## src/rtl/mem_port_arbiter.sv

```systemverilog
// mem_port_arbiter
// Arbitrates one memory port between an instruction-fetch requester and a
// data requester. Data always wins when both ask in the same IDLE cycle.
// Each access walks IDLE -> BUSY -> RESP. The access ends in BUSY when the
// memory raises inputReady, or aborts with err=1 after TIMEOUT BUSY cycles.
//
// Ports
//   clk, reset                  single clock, asynchronous active-high reset
//   f_req, f_addr               fetch request (always a read)
//   f_done, f_rdata             fetch completion pulse and fetched word
//   d_req, d_we, d_addr,
//   d_wdata                     data request: direction, address, store data
//   d_done, d_rdata             data completion pulse and load data
//   err                         timeout flag, only meaningful with a done pulse
//   readM, writeM, address,
//   mem_wdata, mem_rdata,
//   inputReady                  memory-side handshake
//   busy                        high whenever an access is in progress
//   acc_count                   count of error-free completed accesses
module mem_port_arbiter #(
    parameter int WORD_SIZE = 16,
    parameter int TIMEOUT   = 8
) (
    input  logic                 clk,
    input  logic                 reset,
    input  logic                 f_req,
    input  logic [WORD_SIZE-1:0] f_addr,
    output logic                 f_done,
    output logic [WORD_SIZE-1:0] f_rdata,
    input  logic                 d_req,
    input  logic                 d_we,
    input  logic [WORD_SIZE-1:0] d_addr,
    input  logic [WORD_SIZE-1:0] d_wdata,
    output logic                 d_done,
    output logic [WORD_SIZE-1:0] d_rdata,
    output logic                 err,
    output logic                 readM,
    output logic                 writeM,
    output logic [WORD_SIZE-1:0] address,
    output logic [WORD_SIZE-1:0] mem_wdata,
    input  logic [WORD_SIZE-1:0] mem_rdata,
    input  logic                 inputReady,
    output logic                 busy,
    output logic [WORD_SIZE-1:0] acc_count
);

    localparam int WAIT_W = $clog2(TIMEOUT + 1);
    localparam logic [WAIT_W-1:0] WAIT_LAST = WAIT_W'(TIMEOUT - 1);

    typedef enum logic [1:0] {
        IDLE = 2'd0,
        BUSY = 2'd1,
        RESP = 2'd2
    } state_t;

    state_t              state, state_next;
    logic                own_data, own_data_next;
    logic                we_q, we_next;
    logic [WAIT_W-1:0]   wait_cnt, wait_next;
    logic                read_next, write_next, busy_next;
    logic                f_done_next, d_done_next, err_next;
    logic [WORD_SIZE-1:0] address_next, wdata_next;
    logic [WORD_SIZE-1:0] f_rdata_next, d_rdata_next, acc_next;

    // State and every output are flops; the combinational process below
    // decides the value each one takes at the next edge.
    always_ff @(posedge clk or posedge reset) begin
        if (reset) begin
            state     <= IDLE;
            own_data  <= 1'b0;
            we_q      <= 1'b0;
            wait_cnt  <= '0;
            readM     <= 1'b0;
            writeM    <= 1'b0;
            busy      <= 1'b0;
            f_done    <= 1'b0;
            d_done    <= 1'b0;
            err       <= 1'b0;
            address   <= '0;
            mem_wdata <= '0;
            f_rdata   <= '0;
            d_rdata   <= '0;
            acc_count <= '0;
        end else begin
            state     <= state_next;
            own_data  <= own_data_next;
            we_q      <= we_next;
            wait_cnt  <= wait_next;
            readM     <= read_next;
            writeM    <= write_next;
            busy      <= busy_next;
            f_done    <= f_done_next;
            d_done    <= d_done_next;
            err       <= err_next;
            address   <= address_next;
            mem_wdata <= wdata_next;
            f_rdata   <= f_rdata_next;
            d_rdata   <= d_rdata_next;
            acc_count <= acc_next;
        end
    end

    // Next-state and next-output logic. The request attributes are captured
    // on grant, so requester changes during BUSY never reach the memory.
    // A timed-out write leaves d_rdata alone, because writes never touch it.
    always_comb begin
        state_next    = state;
        own_data_next = own_data;
        we_next       = we_q;
        wait_next     = wait_cnt;
        read_next     = readM;
        write_next    = writeM;
        busy_next     = busy;
        f_done_next   = 1'b0;
        d_done_next   = 1'b0;
        err_next      = 1'b0;
        address_next  = address;
        wdata_next    = mem_wdata;
        f_rdata_next  = f_rdata;
        d_rdata_next  = d_rdata;
        acc_next      = acc_count;

        case (state)
            IDLE: begin
                if (d_req || f_req) begin
                    state_next    = BUSY;
                    busy_next     = 1'b1;
                    wait_next     = '0;
                    own_data_next = d_req;
                    we_next       = d_req & d_we;
                    address_next  = d_req ? d_addr : f_addr;
                    wdata_next    = d_req ? d_wdata : '0;
                    read_next     = ~(d_req & d_we);
                    write_next    = d_req & d_we;
                end
            end
            BUSY: begin
                if (inputReady) begin
                    state_next = RESP;
                    read_next  = 1'b0;
                    write_next = 1'b0;
                    acc_next   = acc_count + 1'b1;
                    if (own_data) begin
                        d_done_next = 1'b1;
                        if (!we_q) begin
                            d_rdata_next = mem_rdata;
                        end
                    end else begin
                        f_done_next  = 1'b1;
                        f_rdata_next = mem_rdata;
                    end
                end else if (wait_cnt == WAIT_LAST) begin
                    state_next = RESP;
                    read_next  = 1'b0;
                    write_next = 1'b0;
                    err_next   = 1'b1;
                    if (own_data) begin
                        d_done_next = 1'b1;
                        if (!we_q) begin
                            d_rdata_next = '0;
                        end
                    end else begin
                        f_done_next  = 1'b1;
                        f_rdata_next = '0;
                    end
                end else begin
                    wait_next = wait_cnt + 1'b1;
                end
            end
            RESP: begin
                state_next = IDLE;
                busy_next  = 1'b0;
            end
            default: begin
                state_next = IDLE;
                busy_next  = 1'b0;
                read_next  = 1'b0;
                write_next = 1'b0;
            end
        endcase
    end

endmodule

```

## config.mk

```make
export PLATFORM = sky130hd
export DESIGN_NAME = mem_port_arbiter
export DESIGN_NICKNAME = d
export VERILOG_FILES = /design/src/rtl/mem_port_arbiter.sv
export SDC_FILE = /design/constraint.sdc
export NUM_CORES = 1
export LEC_CHECK = 0
export ABC_AREA = 1
export ABC_CLOCK_PERIOD_IN_PS = 2900
export BUFFER_PORTS_ARGS = -buffer_cell sky130_fd_sc_hd__buf_2
export CAP_MARGIN = 20
export CORE_UTILIZATION = 49
export CTS_CLUSTER_DIAMETER = 30
export DETAILED_ROUTE_END_ITERATION = 8
export PLACE_DENSITY = 0.77
export SLEW_MARGIN = 20
export SYNTH_ARGS = -nofsm -noshare
export SYNTH_HDL_FRONTEND = slang
export SYNTH_SLANG_ARGS = --single-unit
```

## constraint.sdc

```tcl
create_clock -name clk -period 2.9 [get_ports clk]
set_clock_uncertainty 0.05 [all_clocks]
set_input_delay 0.145 -clock clk [delete_from_list [all_inputs] [get_ports clk]]
set_output_delay 0.145 -clock clk [all_outputs]
set_load 0.03 [all_outputs]
```

==> flow_summary.ini, run 1 <==
[drt]
detail_route.iter0.violations = 154
vias = 3600
drc = 0
wire_per_inst_um = 13.5
ant_nets = 0
dr.pass1.iters = 5
routed_via_density = 4.99
wl_mm = 9.71

[worst_setup_path]
crit_family = buffers and inverters
critical_path_class = reg -> reg
arrival_ps = 2350
regToRegSetupSlack_ps = 780
max_stage_delay_ps = 560
critPathCaptureType = flip-flop
path_max_fanout = 34
reg2regPathDepth = 6
crit_end = address[11]$_DFFE_PP0P_
cp-startpoint = state[0]$_DFFE_PP0P_
r2r_end = address[11]$_DFFE_PP0P_
start_kind = flip-flop
cp.required_ps = 3130
rr_startpoint = state[0]$_DFFE_PP0P_
slowest_stage = dlygate4sd3_1
critPathBufInv = 2
path_depth = 6
path_cells = nor2_2, o21ai_4, inv_4, nor2_1, a31oi_1, dlygate4sd3_1

[placed_design]
io_buffer_count = 155
dp_hpwl_mm = 6.12
gp_congestion = 0.883
dp_slack_ps = 1240

[timing]
worst_slew_pin_slew_ps = 694
drv_slew = 0
min_period_ps = 2120
hold_viol = 0
setup_viol = 0
finalSetupTns_ps = 0
setup_ws_ps = 781
timing.fmax_mhz = 472
slew_headroom_pct = 53.7
fin_crit_sh_pct = 73.1
rsz0062_at_grt = false

[floorplan]
placementRows = 32
coreArea_mm2 = 0.00781
ios = 156
die_w_um = 92.1
start_util_pct = 50.9
fp.dieH_um = 92.1
die-area_mm2 = 0.00848

[clocking]
clk_path_buf_depth = 2
cts_resized = 0
cts_tree = yes
cts_root_buf = clkbuf_8
cts_num_sinks = 94
post_cts_buffers = 0
cts_hold_buf = 45
cts_made_buffers = 9
cts_max_level = 3
clkTransAtPathRegs_ps = 90
insertion_delay_ps = 350

[finish]
diodes = 0
syn2layout_area_growth_pct = 36.4
mostFrequentLayoutCell = buf_2
drive_gt1_share_pct = 29.8
layout.nets = 687
layout.cells.most_common_list = buf_2 (155), nand2_1 (136), dfrtp_1 (94), dlygate4sd3_1 (46), nor2_1 (30)
final_util_pct = 69.5

[grt]
grt_overflow_total = 0
antenna_found_initial = 0
grt_first_pass_wirelength_mm = 15.9
first_global_vias = 3395
grt_max_degree = 42
grt.total_usage_pct = 23.8

[synthesis]
mappedNetlistNets = 489
ys_ff_latch = 94
syn_area_per_cell_um2 = 9.54
yosys.area.top_type = dfrtp_1
synth_edf_count = 0
async_flop_share_pct = 100
synth-seq-area-share_pct = 59.2
synth_top_area_share_pct = 59.2
synthTopCellsByArea = dfrtp_1 (59%), nand2_1 (13%), a22o_1 (3.5%)
synth_cell_types = 30
syn_inst = 417
synth_area_mm2 = 0.00398
synth-main-ff-cell = dfrtp_1
ys_warn_count = 0

[flow_run]
cap_violations = 0

[power]
powerDensity_mw_per_mm2 = 990
leakage_nw = 2.88
p_total_mw = 5.37
irDropWorstVdd_mv = 0.585

[worst_hold_path]
hold_path.class = in -> reg
hold_start = mem_rdata[14]

[status]
status = complete, no violations
cell type report:
cell class / instances / area [µm²]
clock buffer: 10 / 128
clock inverter: 6 / 62.6
fill: 598 / 2380
inverter: 29 / 115
multi-input combinational: 278 / 1390
sequential: 94 / 2350
tap: 102 / 128
timing repair buffer: 203 / 1250
flip-flops by register name, indices dropped and copies added (netlist names):
name	cells
f_rdata	16
d_done	1
d_rdata	16
address	16
state	2
we_q	1
readM	1
err	1
own_data	1
busy	1
writeM	1
acc_count	16
mem_wdata	16
wait_cnt	4
f_done	1
power by group:
part | switching [mW] | total (mW) | internal, mW | leakage, nW
logic | 1.65 | 2.47 | 0.823 | 1.59
clock network | 0.439 | 0.837 | 0.398 | 0.100
registers | 0.287 | 2.06 | 1.78 | 1.18
how the worst min path moves through the flow:
stage | endpoint | slack, ps | cells past startpoint
finish | f_rdata[14]$_DFFE_PP0P_ | 20 | 3
global route | address[13]$_DFFE_PP0P_ | 2 | 3
CTS | address[13]$_DFFE_PP0P_ | 0.2 | 3
detailed placement | f_rdata[4]$_DFFE_PP0P_ | 220 | 2
global placement | f_rdata[4]$_DFFE_PP0P_ | 220 | 2
floorplan | mem_wdata[0]$_DFFE_PP0P_ | 220 | 1
cells in the mapped netlist (4+ instances only):
cell	number
a22o_1	16
a31oi_1	16
buf_2	7
buf_6	6
dfrtp_1	94
inv_1	24
nand2_1	136
nand3_1	11
nand4_1	4
nor2_1	30
o21ai_0	15
o21ai_1	23
xor2_1	6
cells by family (layout without fill, tap and decap cells):
family	after synthesis	after routing	share of synthesized area, %
and+or+nand+nor	194	194	20.8
DFF	94	94	59.2
AOI/OAI and AO/OA	73	73	11.5
buffers and inverters	45	248	5.92
xor gates and xnor gates	9	9	1.98
adders and majority gates	2	2	0.629
metrics by stage:
step                cell area [µm²]  instances  hold slack (ps)
floorplan                      3980        417              224
global placement               4770        660              219
detailed placement             4770        660              216
CTS                            5420        721            0.200
global route                   5430        722             1.74
finish                         5430        722             16.6
worst reg2reg max path, cell delays in order (launching register included):
cell and delay, ps:
dfrtp_1 450, nor2_2 230, o21ai_4 210, inv_4 310
nor2_1 90, a31oi_1 160, dlygate4sd3_1 560
per-layer routing:
layer | track usage [%] | wire length (µm) | vias to the layer above
li1 | - | - | 1758
met1 | 31.0 | 4200 | 1686
met2 | 38.9 | 4780 | 130
met3 | 4.15 | 441 | 26
met4 | 11.1 | 289 | 0
met5 | 0 | 0 | -
No activity file was read; power rests on OpenSTA's default activity.
==> run 2, diff against run 1 <==
--- a/config.mk
+++ b/config.mk
@@ -6,7 +6,7 @@
 export NUM_CORES = 1
 export LEC_CHECK = 0
 export ABC_AREA = 1
-export ABC_CLOCK_PERIOD_IN_PS = 2900
+export ABC_CLOCK_PERIOD_IN_PS = 2200
 export BUFFER_PORTS_ARGS = -buffer_cell sky130_fd_sc_hd__buf_2
 export CAP_MARGIN = 20
 export CORE_UTILIZATION = 49
==> constraint.sdc (replaced) <==
create_clock -name clk -period 2.2 [get_ports clk]
set_clock_uncertainty 0.05 [all_clocks]
set_input_delay 0.11 -clock clk [delete_from_list [all_inputs] [get_ports clk]]
set_output_delay 0.11 -clock clk [all_outputs]
set_load 0.03 [all_outputs]
==> flow_summary.ini, run 2 (same netlist as run 1, synthesis figures left out) <==
[grt]
grt_max_degree = 50
grt.total_usage_pct = 25.0
first_global_vias = 3632
grt_overflow_total = 0
grt_first_pass_wirelength_mm = 16.7
antenna_found_initial = 0

[clocking]
clk_path_buf_depth = 2
post_cts_buffers = 0
cts_root_buf = clkbuf_8
cts_tree = yes
cts_num_sinks = 94
cts_max_level = 3
clkTransAtPathRegs_ps = 90
cts_made_buffers = 9
insertion_delay_ps = 340

[finish]
layout.nets = 706
regArea_mm2 = 0.00235
fillers = 593
multi_input_area_mm2 = 0.00139
drive_gt1_share_pct = 28.7
syn2layout_area_growth_pct = 41.8
diodes = 0
layout.cells.most_common_list = buf_2 (155), nand2_1 (136), dfrtp_1 (94), dlygate4sd3_1 (64), nor2_1 (30)
mostFrequentLayoutCell = buf_2
final_util_pct = 72.2

[power]
swShare_pct = 43.3
irDropWorstVdd_mv = 0.836
p_switching_mw = 3.12
powerDensity_mw_per_mm2 = 1280
power_frac_seq_pct = 37.8
leakage_nw = 2.95
power_frac_clock_pct = 15.5
p_int_mw = 4.08
pwr-share-comb_pct = 46.7

[worst_hold_path]
hold_path.class = in -> reg

[drt]
routed_via_density = 4.94
wl_mm = 10.1
detail_route.iter0.violations = 133
vias = 3649
dr.pass1.iters = 4
drc = 0
ant_nets = 0
wire_per_inst_um = 13.7

[timing]
drv_slew = 0
fin_crit_sh_pct = 94.3
timing.fmax_mhz = 482
setup_viol = 0
min_period_ps = 2070
rsz0062_at_grt = false
worst_slew_pin_slew_ps = 659
finalSetupTns_ps = 0
hold_viol = 0
slew_headroom_pct = 55.9

[placed_design]
gp_congestion = 0.817
io_buffer_count = 155
dp_hpwl_mm = 6.19

[floorplan]
placementRows = 32
start_util_pct = 50.9
die_w_um = 92.1
coreArea_mm2 = 0.00781
ios = 156
die-area_mm2 = 0.00848
fp.dieH_um = 92.1

[worst_setup_path]
start_kind = flip-flop
critPathCaptureType = flip-flop
arrival_ps = 2250
critical_path_class = reg -> reg
cp.required_ps = 2370
path_max_fanout = 34

[flow_run]
cap_violations = 0

[status]
status = complete, no violations
==> run 2: critical path: stages, from the launching register on <==
cell           delay, ps
dfrtp_1              460
nor2_2               100
o21ai_4              260
clkinv_8             270
nor2_1               160
a31oi_1               70
dlygate4sd3_1        590
==> run 2: path summary, 6_finish.rpt <==
check / cells past startpoint / end / slack (ps) / start
worst max-delay path: 6 / address[6]$_DFFE_PP0P_ / 130 / state[0]$_DFFE_PP0P_
worst min-delay path: 3 / f_rdata[14]$_DFFE_PP0P_ / 8 / mem_rdata[14]
worst max register to register: 6 / address[6]$_DFFE_PP0P_ / 130 / state[0]$_DFFE_PP0P_
worst min register to register: 2 / writeM$_DFFE_PP0P_ / 430 / writeM$_DFFE_PP0P_
max in group asynchronous: 4 / wait_cnt[1]$_DFFE_PP0P_ / 1080 / reset
min in group asynchronous: 3 / address[8]$_DFFE_PP0P_ / 360 / reset
==> run 2: layer usage <==
layer | GRT usage, % | part of all wire, % | up-vias
met5 | 0 | 0 | -
met1 | 31.6 | 43 | 1708
met4 | 12.0 | 3.1 | 0
met2 | 41.9 | 49 | 117
li1 | - | - | 1795
met3 | 4.15 | 4.1 | 29
==> run 2: cell type report <==
class                      instances  area share, %
clock inverter                     1          0.533
inverter                          29           2.26
clock buffer                      13           2.82
tap                              102           2.26
timing repair buffer             222           25.7
sequential                        94           41.7
multi-input combinational        278           24.6
==> run 2: stage by stage <==
step                cell area (µm²)  hold slack, ps  total power, mW  cells  worst slack, ps
CTS                            5630           0.216             7.18    739              123
finish                         5640            7.77             7.20    739              126
global route                   5640            12.2             7.62    739             4.26
floorplan                      3980             189             4.92    417              697
detailed placement             4800             176             5.75    661              535
global placement               4800             171             5.67    661              626
==> run 2: timing repair <==
action / 4_1_cts / 5_1_grt
hold endpoints to repair: 81 / 0
hold buffers: 64 / 0
gates resized for setup: 0 / 4
endpoints found under the setup margin: 0 / 14
==> run 2: power groups by stage <==
| stage | combinational, mW | sequential (mW) | clock, mW |
|---|---|---|---|
| after floorplan | 1.09 | 3.84 | 0 |
| after global placement | 2.95 | 2.72 | 0 |
| after detailed placement | 3.02 | 2.73 | 0 |
| after CTS | 3.33 | 2.71 | 1.14 |
| after global routing | 3.63 | 2.79 | 1.21 |
| final | 3.36 | 2.72 | 1.12 |
==> run 3, diff against run 2 <==
--- a/config.mk
+++ b/config.mk
@@ -7,7 +7,7 @@
 export LEC_CHECK = 0
 export ABC_AREA = 1
 export ABC_CLOCK_PERIOD_IN_PS = 2200
-export BUFFER_PORTS_ARGS = -buffer_cell sky130_fd_sc_hd__buf_2
+export BUFFER_PORTS_ARGS = -buffer_cell sky130_fd_sc_hd__buf_4
 export CAP_MARGIN = 20
 export CORE_UTILIZATION = 49
 export CTS_CLUSTER_DIAMETER = 30
==> flow_summary.ini, run 3 (same netlist as run 1, synthesis figures left out) <==
[finish]
final_cell_area_mm2 = 0.00603
layout.nets = 705
diodes = 0
layout.cells.most_common_list = buf_4 (157), nand2_1 (136), dfrtp_1 (94), dlygate4sd3_1 (63), nor2_1 (30)
mostFrequentLayoutCell = buf_4
regArea_mm2 = 0.00235
multi_input_area_mm2 = 0.00139
drive_gt1_share_pct = 29.0
syn2layout_area_growth_pct = 51.7
fillers = 529

[floorplan]
start_util_pct = 50.9
coreArea_mm2 = 0.00781
placementRows = 32
fp.dieH_um = 92.1
die_w_um = 92.1
die-area_mm2 = 0.00848
ios = 156

[drt]
wire_per_inst_um = 13.9
detail_route.iter0.violations = 102
wl_mm = 10.3
ant_nets = 0
routed_via_density = 4.93
dr.pass1.iters = 5
drc = 0
vias = 3642

[status]
status = complete, no violations

[grt]
antenna_found_initial = 0
first_global_vias = 3574
grt_first_pass_wirelength_mm = 17.0
grt_max_degree = 41
grt.total_usage_pct = 25.4
grt_overflow_total = 0

[timing]
timing.fmax_mhz = 485
worst_slew_pin_slew_ps = 612
min_period_ps = 2060
drv_slew = 0
fin_crit_sh_pct = 93.7
finalSetupTns_ps = 0
hold_viol = 0
setup_viol = 0
rsz0062_at_grt = false
slew_headroom_pct = 59.0

[clocking]
clk_path_buf_depth = 2
cts_made_buffers = 9
cts_max_level = 3
post_cts_buffers = 0
clkTransAtPathRegs_ps = 80
cts_tree = yes
cts_num_sinks = 94
insertion_delay_ps = 350
cts_root_buf = clkbuf_8

[worst_setup_path]
critical_path_class = reg -> reg
path_max_fanout = 34
cp.required_ps = 2430
start_kind = flip-flop
critPathCaptureType = flip-flop
arrival_ps = 2300

[worst_hold_path]
hold_path.class = in -> reg

[placed_design]
gp_congestion = 0.852
io_buffer_count = 155
dp_hpwl_mm = 6.44
place_area_mm2 = 0.00518

[power]
p_total_mw = 7.70
irDropWorstVdd_mv = 0.734
leakage_nw = 3.05
powerDensity_mw_per_mm2 = 1280

[flow_run]
cap_violations = 0
-- run 3: worst max-delay path, stage by stage (launching register included) --
cell and delay [ps]:
dfrtp_1 460, nor2_2 220, o21ai_4 220, inv_8 220, nor2_1 70, a31oi_1 180, dlygate4sd3_1 580
-- run 3: metrics by stage --
step                utilization [%]  setup WS, ps  instances  hold slack [ps]
detailed placement             66.4           544        661              150
finish                         77.3           139        739             16.2
global route                   77.3          8.69        739             6.64
floorplan                         -           697        417              189
CTS                            77.2           101        739            0.690
global placement               66.4           634        661              146
-- run 3: final cells by class --
type	count	area share [%]
clock buffer	10	2.12
clock inverter	5	1.39
inverter	29	2.03
multi-input combinational	278	23.0
sequential	94	39.0
tap	102	2.12
timing repair buffer	221	30.3
-- run 3: timing repair --
item | CTS | global route
hold buffers | 63 | 0
endpoints found under the setup margin | 0 | 14
endpoints found under the hold margin | 75 | 0
resized for setup | 0 | 3
-- run 3: metal layers --
layer	track usage [%]	routed length [µm]	vias to the layer above
met5	0	0	-
met4	7.55	137	0
met3	5.72	502	14
met2	44.3	5300	114
met1	31.4	4310	1727
li1	-	-	1787
-- run 3: final timing paths --
check	slack, ps	to	startpoint	cells after the start
min	20	d_rdata[5]$_DFFE_PP0P_	mem_rdata[5]	3
max in group asynchronous	1170	mem_wdata[10]$_DFFE_PP0P_	reset	4
min reg2reg	440	writeM$_DFFE_PP0P_	writeM$_DFFE_PP0P_	2
min in group asynchronous	310	address[6]$_DFFE_PP0P_	reset	3
max reg2reg	140	address[5]$_DFFE_PP0P_	state[0]$_DFFE_PP0P_	6
max	140	address[5]$_DFFE_PP0P_	state[0]$_DFFE_PP0P_	6
-- run 3: power by group --
| group | switching, mW | total (mW) | internal (mW) |
|---|---|---|---|
| Combinational | 2.22 | 3.72 | 1.51 |
| Clock | 0.586 | 1.22 | 0.639 |
| Sequential | 0.411 | 2.75 | 2.34 |
| Total | 3.22 | 7.70 | 4.49 |
